File: config.mk
export PLATFORM = sky130hd
export DESIGN_NAME = snake_step_ctrl_flat
export DESIGN_NICKNAME = d
export VERILOG_FILES = /design/src/rtl/snake_step_ctrl_if.sv /design/src/rtl/snake_step_ctrl.sv /design/src/flat_wrapper.sv
export SDC_FILE = /design/constraint.sdc
export NUM_CORES = 1
export LEC_CHECK = 0
export CORE_MARGIN = 1
export CORE_UTILIZATION = 63
export CTS_CLUSTER_DIAMETER = 30
export DETAILED_ROUTE_END_ITERATION = 6
export PLACE_DENSITY = 0.86
export SLEW_MARGIN = 30
export SYNTH_ARGS = -nofsm -noshare
export SYNTH_HDL_FRONTEND = slang
export SYNTH_SLANG_ARGS = --single-unit
File: constraint.sdc
create_clock -name i_Clk -period 8.44 [get_ports i_Clk]
set_clock_uncertainty 0.2 [all_clocks]
set_input_delay 1.688 -clock i_Clk [delete_from_list [all_inputs] [get_ports i_Clk]]
set_output_delay 1.688 -clock i_Clk [all_outputs]
set_load 0.02 [all_outputs]
File: src/rtl/snake_step_ctrl_if.sv
// Signal bundle between the step controller and the joystick/datapath side.
// master = step controller, slave = datapath and input side.
`timescale 1ns/1ps
interface snake_step_ctrl_if;
   logic [3:0] i_Push;
   logic       i_Pause;
   logic       i_Ack;
   logic       i_Eat;
   logic       i_Dead;
   logic       o_Step;
   logic [1:0] o_Way;
   logic [4:0] o_Speed;
   logic       o_Boost;
   logic [2:0] o_State;
   logic       o_Timeout;

   modport master (
      input  i_Push, i_Pause, i_Ack, i_Eat, i_Dead,
      output o_Step, o_Way, o_Speed, o_Boost, o_State, o_Timeout
   );

   modport slave (
      output i_Push, i_Pause, i_Ack, i_Eat, i_Dead,
      input  o_Step, o_Way, o_Speed, o_Boost, o_State, o_Timeout
   );
endinterface

File: src/rtl/snake_step_ctrl.sv
// Snake step scheduler: speed-paced step requests, direction latch, boost window, pause/stop; optional SNAKE_STEP_WDOG_EN ack watchdog.
// All outputs registered; o_Step is a 1-cycle pulse and the FSM holds in WAIT until i_Ack (or the watchdog fires).
`timescale 1ns/1ps
module snake_step_ctrl #(
   parameter int LST_CLK     = 1000,
   parameter int DEF_SPD     = 2,
   parameter int MAX_SPD     = 15,
   parameter int BOOST_STEPS = 16,
   parameter int WDOG_CYC    = 255
) (
   input logic               i_Clk,
   input logic               i_Rst,
   snake_step_ctrl_if.master bus
);

   localparam logic [2:0] ST_IDLE  = 3'd0;
   localparam logic [2:0] ST_RUN   = 3'd1;
   localparam logic [2:0] ST_WAIT  = 3'd2;
   localparam logic [2:0] ST_PAUSE = 3'd3;
   localparam logic [2:0] ST_STOP  = 3'd4;

   localparam int BW = (BOOST_STEPS < 2) ? 1 : $clog2(BOOST_STEPS + 1);

   localparam logic [25:0]   LST_W = 26'(LST_CLK);
   localparam logic [4:0]    DEF_W = 5'(DEF_SPD);
   localparam logic [4:0]    MAX_W = 5'(MAX_SPD);
   localparam logic [BW-1:0] BST_W = BW'(BOOST_STEPS);

   logic [2:0]    state;
   logic [24:0]   acc;
   logic          step;
   logic [1:0]    way;
   logic [1:0]    pend;
   logic [4:0]    speed;
   logic          boost;
   logic [BW-1:0] bcnt;

   logic [1:0]    push_dir;
   logic          push_any;
   logic [25:0]   sum;
   logic          hit;
   logic          reversal;
   logic [4:0]    speed_inc;
   logic [BW-1:0] bcnt_inc;
   logic          wd_fire;

   always_comb begin
      push_any = ~&bus.i_Push;
      push_dir = pend;
      if (!bus.i_Push[0])      push_dir = 2'd0;
      else if (!bus.i_Push[1]) push_dir = 2'd1;
      else if (!bus.i_Push[2]) push_dir = 2'd2;
      else if (!bus.i_Push[3]) push_dir = 2'd3;

      sum       = {1'b0, acc} + {21'd0, speed};
      hit       = (sum >= LST_W);
      reversal  = (pend == (way ^ 2'd1));
      speed_inc = (speed >= MAX_W) ? MAX_W : speed + 5'd1;
      bcnt_inc  = bcnt + 1'b1;
   end

`ifdef SNAKE_STEP_WDOG_EN
   localparam int WW = (WDOG_CYC < 2) ? 1 : $clog2(WDOG_CYC + 1);
   localparam logic [WW-1:0] WD_LAST = WW'(WDOG_CYC - 1);

   logic [WW-1:0] wcnt;
   logic          tout;

   assign wd_fire = (state == ST_WAIT) && !bus.i_Ack && (wcnt == WD_LAST);

   // Counter restarts on every RUN->WAIT transition.
   always_ff @(posedge i_Clk or negedge i_Rst) begin
      if (!i_Rst) begin
         wcnt <= '0;
         tout <= 1'b0;
      end else begin
         if (state == ST_RUN && !bus.i_Pause && hit) begin
            wcnt <= '0;
         end else if (state == ST_WAIT && !bus.i_Ack && !wd_fire) begin
            wcnt <= wcnt + 1'b1;
         end
         if (wd_fire) begin
            tout <= 1'b1;
         end
      end
   end

   assign bus.o_Timeout = tout;
`else
   assign wd_fire       = 1'b0;
   assign bus.o_Timeout = 1'b0;
`endif

   always_ff @(posedge i_Clk or negedge i_Rst) begin
      if (!i_Rst) begin
         state <= ST_IDLE;
         acc   <= '0;
         step  <= 1'b0;
         way   <= 2'd0;
         pend  <= 2'd0;
         speed <= DEF_W;
         boost <= 1'b0;
         bcnt  <= '0;
      end else begin
         step <= 1'b0;
         if (state != ST_STOP) begin
            pend <= push_dir;
         end

         case (state)
            ST_IDLE: begin
               if (push_any) begin
                  state <= ST_RUN;
                  way   <= push_dir;
                  acc   <= '0;
               end
            end

            ST_RUN: begin
               // Pause wins over a step landing in the same cycle.
               if (bus.i_Pause) begin
                  state <= ST_PAUSE;
               end else if (hit) begin
                  acc   <= '0;
                  step  <= 1'b1;
                  state <= ST_WAIT;
                  if (!reversal) begin
                     way <= pend;
                  end
               end else begin
                  acc <= sum[24:0];
               end
            end

            ST_WAIT: begin
               if (bus.i_Ack) begin
                  if (bus.i_Dead) begin
                     state <= ST_STOP;
                  end else begin
                     if (bus.i_Eat) begin
                        speed <= speed_inc;
                        bcnt  <= '0;
                        boost <= 1'b1;
                     end else if (boost) begin
                        if (bcnt_inc == BST_W) begin
                           speed <= DEF_W;
                           boost <= 1'b0;
                           bcnt  <= '0;
                        end else begin
                           bcnt <= bcnt_inc;
                        end
                     end
                     state <= bus.i_Pause ? ST_PAUSE : ST_RUN;
                  end
               end else if (wd_fire) begin
                  state <= ST_STOP;
               end
            end

            ST_PAUSE: begin
               if (!bus.i_Pause) begin
                  state <= ST_RUN;
               end
            end

            ST_STOP: begin
               state <= ST_STOP;
            end

            default: begin
               state <= ST_IDLE;
            end
         endcase
      end
   end

   assign bus.o_Step  = step;
   assign bus.o_Way   = way;
   assign bus.o_Speed = speed;
   assign bus.o_Boost = boost;
   assign bus.o_State = state;

   step_one_cycle: assert property (@(posedge i_Clk) disable iff (!i_Rst) step |=> !step);
   speed_in_range: assert property (@(posedge i_Clk) disable iff (!i_Rst) speed <= MAX_W);

endmodule

File: src/flat_wrapper.sv
// flat-port wrapper written by rule: the top's interface ports become plain ports
module snake_step_ctrl_flat 
#(
   parameter int LST_CLK     = 1000,
   parameter int DEF_SPD     = 2,
   parameter int MAX_SPD     = 15,
   parameter int BOOST_STEPS = 16,
   parameter int WDOG_CYC    = 255
)
  (i_Clk, i_Rst, bus_i_Push, bus_i_Pause, bus_i_Ack, bus_i_Eat, bus_i_Dead, bus_o_Step, bus_o_Way, bus_o_Speed, bus_o_Boost, bus_o_State, bus_o_Timeout);
  snake_step_ctrl_if bus_i ();
  input logic i_Clk;
  input logic i_Rst;
  input wire logic [$bits(bus_i.i_Push)-1:0] bus_i_Push;
  input wire logic [$bits(bus_i.i_Pause)-1:0] bus_i_Pause;
  input wire logic [$bits(bus_i.i_Ack)-1:0] bus_i_Ack;
  input wire logic [$bits(bus_i.i_Eat)-1:0] bus_i_Eat;
  input wire logic [$bits(bus_i.i_Dead)-1:0] bus_i_Dead;
  output wire logic [$bits(bus_i.o_Step)-1:0] bus_o_Step;
  output wire logic [$bits(bus_i.o_Way)-1:0] bus_o_Way;
  output wire logic [$bits(bus_i.o_Speed)-1:0] bus_o_Speed;
  output wire logic [$bits(bus_i.o_Boost)-1:0] bus_o_Boost;
  output wire logic [$bits(bus_i.o_State)-1:0] bus_o_State;
  output wire logic [$bits(bus_i.o_Timeout)-1:0] bus_o_Timeout;
  assign bus_i.i_Push = bus_i_Push;
  assign bus_i.i_Pause = bus_i_Pause;
  assign bus_i.i_Ack = bus_i_Ack;
  assign bus_i.i_Eat = bus_i_Eat;
  assign bus_i.i_Dead = bus_i_Dead;
  assign bus_o_Step = bus_i.o_Step;
  assign bus_o_Way = bus_i.o_Way;
  assign bus_o_Speed = bus_i.o_Speed;
  assign bus_o_Boost = bus_i.o_Boost;
  assign bus_o_State = bus_i.o_State;
  assign bus_o_Timeout = bus_i.o_Timeout;
  snake_step_ctrl #(.LST_CLK(LST_CLK), .DEF_SPD(DEF_SPD), .MAX_SPD(MAX_SPD), .BOOST_STEPS(BOOST_STEPS), .WDOG_CYC(WDOG_CYC)) u_core (.i_Clk(i_Clk), .i_Rst(i_Rst), .bus(bus_i));
endmodule
# [Word-level counts from Yosys, hierarchy flattened]
# Index checks and enable logic that the tools add are counted.
[totals] wordCells=74 output_inout_bits=13 ff_bits=44
[classes] eq_ne=14 reduce_logical=11 n_mux=34 add_sub_neg=3 n_bitwise=2 order_cmp=2
[op_table] op="2-to-1 mux 25 bit" n=3
[op_table] op="case mux 25 bit (2 select lines)" n=1
[op_table] op="2-to-1 mux 5 bit" n=7
[op_table] op="adder 25 x 5 -> 26 bit" n=1
[op_table] op=">= comparator 26 x 10 -> 1 bit (second input constant)" n=1
[op_table] op="2-to-1 mux 2 bit" n=9
[op_table] op="2-to-1 mux 3 bit" n=6
[op_table] op="case mux 3 bit (5 select lines)" n=1
[op_table] op="AND reduction 4 bit" n=3
[op_table] op="adder 5 x 1 -> 5 bit (second input constant)" n=2
[op_table] op="inequality test 2 bit (second input constant)" n=5
[op_table] op="AND reduction 5 bit" n=2
[op_table] op="== test 3 x 2 -> 1 bit (second input constant)" n=2
[op_table] op="2-to-1 mux 1 bit" n=6
[op_table] op="AND reduction 3 bit" n=2
[op_table] op="nonzero test 2 bit" n=3
[op_table] op="== test 5 bit (second input constant)" n=1
[op_table] op=">= comparator 5 x 4 -> 1 bit (second input constant)" n=1
[op_table] op="case mux 2 bit (2 select lines)" n=1
[op_table] op="== test 3 x 1 -> 1 bit (second input constant)" n=1
[op_table] op="== test 3 bit (second input constant)" n=1
[op_table] op="zero test 3 bit" n=1
[op_table] op="inequality test 3 x 2 -> 1 bit (second input constant)" n=1
[op_table] op="inequality test 3 bit (second input constant)" n=1
[op_table] op="3 further kinds" n=4

# [Longest topological paths before layout]
[depth] ltp_word=6 mapped_depth=11 ltp_nobuf=10

# [Worst setup path after synthesis]
# OpenSTA, ideal clock, no wires.
[synth_path] path_kind="reg2reg" start="register u_core.speed[0], in the netlist u_core.bus.o_Speed[0]" end="register u_core.acc[7]" path_buffers=1 path_slack_ps=5129 path_stages_with_launch=12 t_arrival_ps=3007 required_ps=8136 cell_sequence="dfrtp_1 ha_1 fa_1 a211oi_2 o21bai_1 buf_4 nor2b_1 xnor2_1 nand4b_1 nor4_4 nand3_4 o41ai_2"
[synth_via] elab_chain_cells=5
[synth_lines] item="from (decl)" line_no="snake_step_ctrl.sv:34" text="logic [4:0] speed;"
[synth_lines] item="from (signal assigned)" line_no="snake_step_ctrl.sv:141" text="speed <= speed_inc;"
[synth_lines] item="adder 25 x 5 -> 26 bit (*)" line_no="snake_step_ctrl.sv:55" text="sum = {1'b0, acc} + {21'd0, speed};"
[synth_lines] item=">= comparator 26 x 10 -> 1 bit" line_no="snake_step_ctrl.sv:56" text="hit = (sum >= LST_W);"
[synth_lines] item="2-to-1 mux 25 bit (*)" line_no="snake_step_ctrl.sv:123" text="end else if (hit) begin"
[synth_lines] item="2-to-1 mux 25 bit (*)" line_no="snake_step_ctrl.sv:121" text="if (bus.i_Pause) begin"
[synth_lines] item="case mux 25 bit (2 select lines) (*)" line_no="snake_step_ctrl.sv:110" text="case (state)"
[synth_lines] item="to (signal assigned)" line_no="snake_step_ctrl.sv:131" text="acc <= sum[24:0];"
[synth_lines] item="to (decl)" line_no="snake_step_ctrl.sv:30" text="logic [24:0] acc;"
# Mark *: on every way between the ends. The rest lies on a longest branch, timed or not. The select of a mux whose other input is x is not followed.
# A chain may end at the register's enable or synchronous reset.

# [Final worst setup path]
# Same ends and word-level chain as after synthesis.

==> flow_summary.yaml <==
finish:
  drive_gt1_share_pct: 7.32
  area_growth_pct: 11.3
  fin_nets: 346
  final_common_cell: "dfrtp_1"
  final_cell_mix: "43 x dfrtp_1, 37 x nand2_1, 21 x nor2_1"
  num_antenna_cells: 0
  final_cells: 378
setup_path:
  crit_path_start: "u_core.bus.o_Speed[0]"
  worst_setup_path_end_kind: "register"
  worst_setup_path_start_kind: "register"
  crit_fanout: 11
  cp.arrival_ns: 3.78
  worstSetupPathType: "register to register"
  rr_startpoint: "u_core.bus.o_Speed[0]"
  required_ns: 8.45
place:
  dp_hpwl_um: 4220
  io_buffers: 21
  place_congestion: 0.828
  dp_cells: 370
floorplanning:
  fp-row-count: 23
  die_y_um: 68.9
  die_w_um: 68.9
  start_util_pct: 68.1
  ios: 23
  core-area_mm2: 0.00414
  dieArea_mm2: 0.00475
logic_synthesis:
  synthCells: 313
  yosys_register_bits: 44
  yosysTopAreaCell: "dfrtp_1"
  synth.net_count: 332
  synth_top_cells_by_area: "dfrtp_1 38%, nand2_1 4.9%, and2_1 3.5%"
  syn_area_per_cell_um2: 9.02
  async_flop_share_pct: 100
  synth_warnings: 0
  seq_area_frac_synth_pct: 39.1
  synth_flop_cell: "dfrtp_1"
  synth_area_mm2: 0.00282
  yosysUniqueCellTypes: 61
  synth_edf_count: 0
  synth_top_area_share_pct: 38.1
outcome:
  status: "finished clean"
cts:
  ctsLongestPathBuffers: 2
  htree_levels: 2
  root_buffer: "clkbuf_8"
  hold_buffers: 0
  cts_buffers: 5
  cts.clk_slew.worst_paths_ns: 0.09
  cts_setup_buffers: 0
  cts_resized: 0
  clkLatencyLatePin_ns: 0.31
  cts_tree: "done"
  cts_sinks: 44
drt:
  drc_errors: 0
  drtPass1Iterations: 4
  drt_iter0_markers: 155
  ant_nets: 0
  finalWirelength_um: 5860
  wl_per_cell_um: 15.5
  vias_per_cell: 6.24
  via_count: 2359
pwr:
  switching_share_pct: 40.9
  p_int_mw: 0.474
  pwr-share-clk_pct: 20.4
  p_sw_mw: 0.328
  pwr-share-seq_pct: 39.0
  pwr-share-comb_pct: 40.6
  cellLeakagePower_nw: 1.40
  peakVddDrop_uv: 203
  power_density_mw_per_mm2: 256
global_routing:
  overflow: 0
  grt_first_pass_wirelength_um: 9660
  grt.total_usage_pct: 27.8
  antenna_found_initial: 0
  grt_pass1_vias: 2187
  grt_max_degree: 45
sta:
  fin_crit_sh_pct: 44.6
  finalMaxSlewViolations: 0
  slew_headroom_pct: 50.7
  rsz0062_at_grt: "no"
  tightest_slew_ns: 0.738
  setup_violations: 0
  hold_violations: 0
  max_clock_freq_ghz: 0.266
  post-route-min-period_ns: 3.77
  setup_tns_ns: 0
worst_hold_path:
  min_path_type: "register to register"
  hold_start: "u_core.acc[4]"
run:
  max-cap-violations: 0
## metal layers
metal	GRT usage, %	wire length (µm)	up-vias
li1	-	-	1174
met2	47.6	2870	64
met3	5.59	263	6
met5	0	0	-
met1	34.9	2670	1115
met4	8.67	67	0
## final cells by class
cell class,count,area [µm²]
clock inverters,3,42.5
well taps,50,62.6
clock buffers,5,68.8
multi-input cells,242,1610
inverters,13,48.8
flip-flops and latches,44,1100
fillers,312,1000
repair buffers,21,208
## cell families after synthesis
logic type	after synthesis	share of synthesized area, %
other	1	0.133
AO/OA/AOI/OAI	76	19.8
XOR/XNOR	9	2.79
multiplexers	4	1.55
adder cells (fa/ha/maj)	9	4.26
AND/OR/NAND/NOR	143	28.3
flip-flops	44	39.1
buffers and inverters	27	4.12
## worst paths after layout
| check | end | slack, ns | depth (start not counted) |
|---|---|---|---|
| min in group asynchronous | u_core.acc[12] | 1.16 | 1 |
| max reg2reg | u_core.acc[7] | 4.67 | 10 |
| min reg2reg | u_core.acc[4] | 0.30 | 2 |
| min | u_core.acc[4] | 0.30 | 2 |
| max in group asynchronous | u_core.acc[6] | 6.49 | 1 |
| max | u_core.acc[7] | 4.67 | 10 |
## worst max-delay path, cell delays in order, from the launching register on
cell and delay [ns]:
dfrtp_1 0.46, ha_1 0.27, fa_1 0.42, a211oi_2 0.33
o21bai_1 0.31, nor2b_1 0.24, xnor2_1 0.14, nand4b_1 0.17
nor4_4 0.61, nand3_4 0.22, o41ai_2 0.30
## stage by stage
stage	hold slack, ns	power (mW)	setup slack [ns]	util (%)	cell area, µm²
detailed placement	0.278	0.640	4.20	72.9	3020
global route	0.332	0.858	4.49	75.8	3140
global placement	0.263	0.627	4.36	72.9	3020
CTS	0.297	0.804	4.42	75.6	3130
floorplan	0.253	0.542	5.13	-	2820
finish	0.297	0.803	4.67	75.8	3140
## state kept, by name, indices dropped and copies added, names as in the netlist
register / flops
u_core.bus.o_State: 3
u_core.bus.o_Step: 1
u_core.bus.o_Way: 2
u_core.pend: 2
u_core.bus.o_Speed: 5
u_core.bus.o_Boost: 1
u_core.acc: 25
u_core.bcnt: 5
## power by group through the flow
| stage | Combinational (mW) | Clock [mW] | Sequential [mW] |
|---|---|---|---|
| global placement | 0.314 | 0 | 0.313 |
| finish | 0.326 | 0.163 | 0.313 |
| global route | 0.364 | 0.173 | 0.321 |
| detailed placement | 0.325 | 0 | 0.315 |
| CTS | 0.327 | 0.165 | 0.313 |
| floorplan | 0.222 | 0 | 0.320 |
## cell usage after synthesis (4+ instances only)
library cell	instances
xnor2_1	7
nor2_1	21
inv_1	13
o31ai_1	7
a21o_1	6
nand3_1	11
ha_1	8
o22ai_1	4
nor4_1	5
o211ai_1	5
and3_1	9
nand2_1	37
a21oi_1	13
nand4_1	6
o21ai_0	13
dfrtp_1	43
nand2b_1	4
nor3_1	11
buf_4	4
and2_1	16
clkbuf_1	10
No activity file was read; power rests on OpenSTA's default activity.
